### src/rtl/bin_bcd4.sv
// Registered 4-bit binary to 2-digit packed BCD converter (tens in bit 4, ones in bits 3:0).
// One or two register stages between input capture and output, fully pipelined.
module bin_bcd4 #(
  parameter int LATENCY = 1
) (
  input  logic       clk,
  input  logic       rst_n,
  input  logic       in_valid,
  input  logic [3:0] b,
  output logic [4:0] p,
  output logic       out_valid
);

  logic [4:0] bcd;
  logic [4:0] src_p;
  logic       src_v;
  logic [4:0] p_d, p_q;
  logic       out_valid_d, out_valid_q;

  // NOTE: every branch assigns bcd, so no latch is inferred.
  always_comb begin
    if (b > 4'd9) bcd = {1'b1, b - 4'd10};
    else          bcd = {1'b0, b};
  end

  if (LATENCY == 1) begin : g_lat1
    assign src_p = bcd;
    assign src_v = in_valid;
  end else if (LATENCY == 2) begin : g_lat2
    logic [4:0] stg_p_d, stg_p_q;
    logic       stg_v_d, stg_v_q;

    // The stage holds its data when idle so X on b without in_valid never enters.
    always_comb begin
      stg_v_d = in_valid;
      stg_p_d = in_valid ? bcd : stg_p_q;
    end

    always_ff @(posedge clk or negedge rst_n) begin
      if (!rst_n) begin
        stg_p_q <= 5'd0;
        stg_v_q <= 1'b0;
      end else begin
        stg_p_q <= stg_p_d;
        stg_v_q <= stg_v_d;
      end
    end

    assign src_p = stg_p_q;
    assign src_v = stg_v_q;
  end else begin : g_bad_latency
    $error("bin_bcd4: LATENCY must be 1 or 2");
  end

  always_comb begin
    out_valid_d = src_v;
    p_d         = src_v ? src_p : p_q;
  end

  // NOTE: sequential state uses non-blocking assignments so all flops update together.
  always_ff @(posedge clk or negedge rst_n) begin
    if (!rst_n) begin
      p_q         <= 5'd0;
      out_valid_q <= 1'b0;
    end else begin
      p_q         <= p_d;
      out_valid_q <= out_valid_d;
    end
  end

  assign p         = p_q;
  assign out_valid = out_valid_q;

endmodule

### config.mk
export PLATFORM = sky130hd
export DESIGN_NAME = bin_bcd4
export DESIGN_NICKNAME = d
export VERILOG_FILES = /design/src/rtl/bin_bcd4.sv
export SDC_FILE = /design/constraint.sdc
export NUM_CORES = 1
export LEC_CHECK = 0
export ABC_CLOCK_PERIOD_IN_PS = 800
export CAP_MARGIN = 20
export CORE_AREA = 2 2 39 41
export CTS_CLUSTER_DIAMETER = 30
export DETAILED_ROUTE_END_ITERATION = 7
export DIE_AREA = 0 0 41 43
export GPL_ROUTABILITY_DRIVEN = 1
export PLACE_DENSITY = 0.51
export SLEW_MARGIN = 20
export SYNTH_ARGS = -nofsm -noshare
export SYNTH_HDL_FRONTEND = slang
export SYNTH_SLANG_ARGS = --single-unit
### constraint.sdc
create_clock -name clk -period 0.8 [get_ports clk]
set_input_delay 0.12 -clock clk [delete_from_list [all_inputs] [get_ports clk]]
set_output_delay 0.12 -clock clk [all_outputs]
set_load 0.01 [all_outputs]
## Yosys cells after proc, flatten, opt, wreduce, memory -nomap -nowiden

Index checks and enable logic that the tools add are counted.

| storage, ports and cells | value |
|---|---|
| memories | 0 |
| ROM bits | 0 |
| output and inout port bits | 6 |
| bits in registers | 6 |
| logic and storage cells | 5 |
| latch bits | 0 |
| bits in writable memories | 0 |

| cells by class | value |
|---|---|
| reductions and logical operators | 0 |
| $lt $le $gt $ge | 1 |
| equal/unequal tests | 0 |
| $mul | 0 |
| divide/modulo/power cells | 0 |
| $add $sub $neg | 1 |
| shifts and indexed selects | 0 |
| muxes and demuxes | 1 |
| bitwise gates (word level) | 0 |

Operator list:

| operator | count |
|---|---|
| 5-bit two-way mux | 1 |
| 4-bit greater-than comparator (second input constant) | 1 |
| 4-bit subtractor (second input constant) | 1 |

## Depth between registers and ports, before layout

| depth | value |
|---|---|
| depth in word-level cells | 2 |
| mapped depth | 4 |
| gate-level depth less buffers | 4 |

## Least setup slack after synthesis

OpenSTA, ideal clock, no wires.

| path | value |
|---|---|
| kind | register -> register |
| start point | register, netlist name p[0] |
| end point | register p_q[0], in the netlist p[0] |
| path slack | 0.021 ns |
| stages on the path, launching flop included | 2 |
| path buffers | 0 |
| arrival | 0.654 ns |
| path through | dfrtp_1 -> mux2_4 |

RTL lines:

| element | RTL line | RTL |
|---|---|---|
| end signal: assignment | 66 | `p_q <= p_d;` |
| end: declaration | 17 | `logic [4:0] p_d, p_q;` |

## Worst setup path after layout

| path | value |
|---|---|
| start point | register p_q[0], in the netlist p[0] |
| end point | output port p[0] |

RTL lines:

| element | RTL line | RTL |
|---|---|---|
| end: declaration | 10 | `output logic [4:0] p,` |

No word-level cell between the ends.

==> qor_table.md <==
| Group | Parameter | Reported |
|:---|:---|:---|
| logic synthesis | Syn. warnings | 0 |
| sta | Highest Clock Rate | 1150 MHz |
| power | Total power of the final layout | 0.8053 mW |
| worst setup path | Startpoint-to-endpoint class of the critical path | register to output port |
| sta | Number of failing hold endpoints at the final stage | 0 |
| worst setup path | Chain of cells forming the critical path | buf_2 |
| worst setup path | Data required, critical path | 680 ps |
| die | Cell Rows | 14 |
| sta | Period utilization | 1.087 |
| sta | Worst-case headroom to the max-slew limit | 0.8262 |
| detailed routing | Detail-routed via count per cell | 4.081 |
| placed design | Final RePlAce weighted congestion | 0.6632 |
| detailed routing | Detailed-route wire length | 619 um |
| worst setup path | Crit path largest cell delay | 370 ps |
| worst hold path | Type of the worst min-delay path | input pin to async pin |
| sta | Worst Setup Slack, final | -69.30 ps |
| clocking | Hold_buf cts | 0 |
| die | Total die area | 1763 um2 |
| sta | Unrepaired setup endpoints after global routing | true |
| die | CORE AREA | 1384 um2 |
| run status | Violated checks | negative setup slack |
| logic synthesis | Cell variety after synth | 15 |
| worst setup path | Flop-to-flop setup slack | 40 ps |
| detailed routing | Length of the first detailed-routing pass in iterations | 2 |
| worst setup path | Largest fanout on the critical path | 2 |
| detailed routing | Vias | 253 |
| die | Die height | 43 um |
| placed design | Port-buffer cells | 12 |
| power | Standby leakage power | 0.2486 nW |
| logic synthesis | Nets in the synthesized netlist | 34 |
| placed design | Cell total after placement | 58 |
| clocking | Clk slew on worst S/H paths | 40 ps |
| worst setup path | Crit start category | register |
| logic synthesis | Mean Syn Cell Area | 11.12 um2 |
| detailed routing | Count of unresolved DRC violations after routing | 0 |
| clocking | Clock net sink count | 6 |
| clocking | TritonCTS clock tree | yes |
| cells and area | N_diodes | 0 |
| global routing | Global-route usage over all layers | 0.08551 |
| power | Areal power density over the cells | 1712 nW/um2 |
| worst setup path | Register-to-Register Path Depth | 3 |
| sta | Fin. max-slew vios | 0 |
| sta | Minimum clock period | 869.3 ps |
| sta | Final setup fails | 6 |
| global routing | Total global routing overflow | 0 |
| clocking | Clock latency at the later pin of the worst-skew pair | 240 ps |
| detailed routing | Residual antenna-violating net count after detailed routing | 0 |
| cells and area | Fin area | 470.5 um2 |
| cells and area | Layout Cells excl Fill | 62 |
| die | X dimension of the die | 41 um |
| logic synthesis | Number of standard cells after synthesis | 26 |
| run status | Run status | complete, but fails checks |
| logic synthesis | Post-synth design cell area | 289.0 um2 |
| sta | Worst clock skew | 0 ps |
| die | Initial Util | 0.2089 |
| detailed routing | Violation count after the first detailed-routing iteration | 2 |
| global routing | Wire length of the first global-routing pass | 959 um |
| worst setup path | Slowest library cell on the worst path | dfrtp_1 |
| placed design | Post-DP HPWL | 508.1 um |
| flow run | Max Cap Viol | 0 |
| worst setup path | WP buf/inv | 1 |
| sta | Transition time at the pin with the least slew margin | 259.9 ps |
| worst setup path | Data arrival at the endpoint of the critical path | 750 ps |
| clocking | Clock root buffer master | clkbuf_4 |
| worst setup path | Reg2reg start | p[1] |
| detailed routing | Mean routed wirelength per cell | 9.984 um |
| global routing | Via count of the first global-routing pass | 234 |
| logic synthesis | Sequential area share after synthesis | 0.5195 |
| worst setup path | Worst path top cell family by delay | flip-flops |
| cells and area | Area growth from synthesis to layout | 62.77% |
| worst setup path | Worst setup startpoint | p[0] |
| worst setup path | Critical path endpoint category | output port |
| cells and area | Most frequent cells in the layout | 6 x dfrtp_1, 6 x buf_4, 5 x inv_1 |
| global routing | Largest net degree at the start of global routing | 7 |
| clocking | H-tree Lvls | 1 |
| power | Maximum resistive drop on vdd | 364.3 uV |
| clocking | Number of clock buffers inserted by TritonCTS | 3 |
| global routing | Antenna violations before repair | 0 |
| placed design | Placed Instance Area | 455.4 um2 |
| cells and area | Fraction of layout instances using a drive strength above 1 | 0.4130 |
| cells and area | Post-layout nets | 56 |
| logic synthesis | Total of flip-flops plus latches after synthesis | 6 |
| cells and area | Fill cells | 155 |
| die | I/O pins | 13 |
| clocking | Longest Clk Path Bufs | 2 |
| worst setup path | Reg-to-reg endpoint | p[1] |
[cells in the mapped netlist]
| master | count | area, um2 |
|---|---|---|
| dfrtp_1 | 6 | 150.1 |
| inv_1 | 5 | 18.77 |
| nor2_1 | 2 | 7.510 |
| o22ai_1 | 2 | 12.51 |
| a21bo_1 | 1 | 10.01 |
| a21oi_1 | 1 | 5.000 |
| a31oi_1 | 1 | 6.260 |
| buf_6 | 1 | 11.26 |
| ha_1 | 1 | 12.51 |
| mux2_4 | 1 | 15.01 |
| nand2_1 | 1 | 3.750 |
| nand2b_1 | 1 | 6.260 |
| nand3b_1 | 1 | 7.510 |
| o21ba_2 | 1 | 10.01 |
| o22ai_2 | 1 | 12.51 |
[routing by layer]
| layer | up-vias | wire length, um | global-route usage |
|---|---|---|---|
| li1 | 126 | - | - |
| met1 | 115 | 244 | 0.08414 |
| met2 | 12 | 309 | 0.1281 |
| met3 | 0 | 64 | 0.03141 |
| met4 | 0 | 0 | 0.08000 |
| met5 | - | 0 | 0 |
[power breakdown]
part	leakage (nW)	internal [mW]	switching (mW)	total, mW
Clock	0.0138	0.169	0.102	0.272
Combinational	0.162	0.110	0.0769	0.187
Sequential	0.0729	0.333	0.0143	0.347
[layout make-up]
type / instances / area (um2) / share of cell area
clock buffer: 3 / 22.52 / 0.04787
timing repair buffer: 18 / 146.4 / 0.3112
multi-input combinational: 14 / 112.6 / 0.2394
inverter: 5 / 18.77 / 0.03989
tap: 16 / 20.02 / 0.04255
sequential: 6 / 150.1 / 0.3191
[worst max path at each step]
stage	depth (start not counted)	slack [ps]	to
after global routing	1	-110	p[2]
after detailed placement	5	-500	p[2]
after CTS	1	-90	p[0]
after global placement	5	-480	p[2]
after floorplan	1	20	p[0]
final	1	-70	p[0]
[metrics by stage]
stage,hold WS [ps],TNS [ps],setup slack [ps],util
detailed placement,376.8,-3040,-499.5,0.3291
floorplan,-175.6,0,20.71,-
global route,129.9,-579.6,-112.2,0.3400
global placement,371.9,-2958,-475.2,0.3291
finish,115.1,-371.9,-69.30,0.3400
CTS,116.0,-453.3,-86.50,0.3264
[kinds of logic (layout without fill, tap and decap cells)]
group / Yosys count / in the layout / share of synthesized area
adders and majority gates: 1 / 1 / 0.04328
muxes: 1 / 1 / 0.05193
DFF: 6 / 6 / 0.5195
buffers and inverters: 6 / 26 / 0.1039
and+or+nand+nor: 5 / 5 / 0.08660
AOI/OAI and AO/OA: 7 / 7 / 0.1948
[flip-flops by register name, summed over array words and instances, names as in the netlist]
name	cells
p	5
out_valid	1
[timing repair]
item,CTS,global route
buffers inserted,2,0
setup endpoints to repair,11,7
resized for setup,27,4
pin swaps,3,0
(Power assumes the default switching activity.)
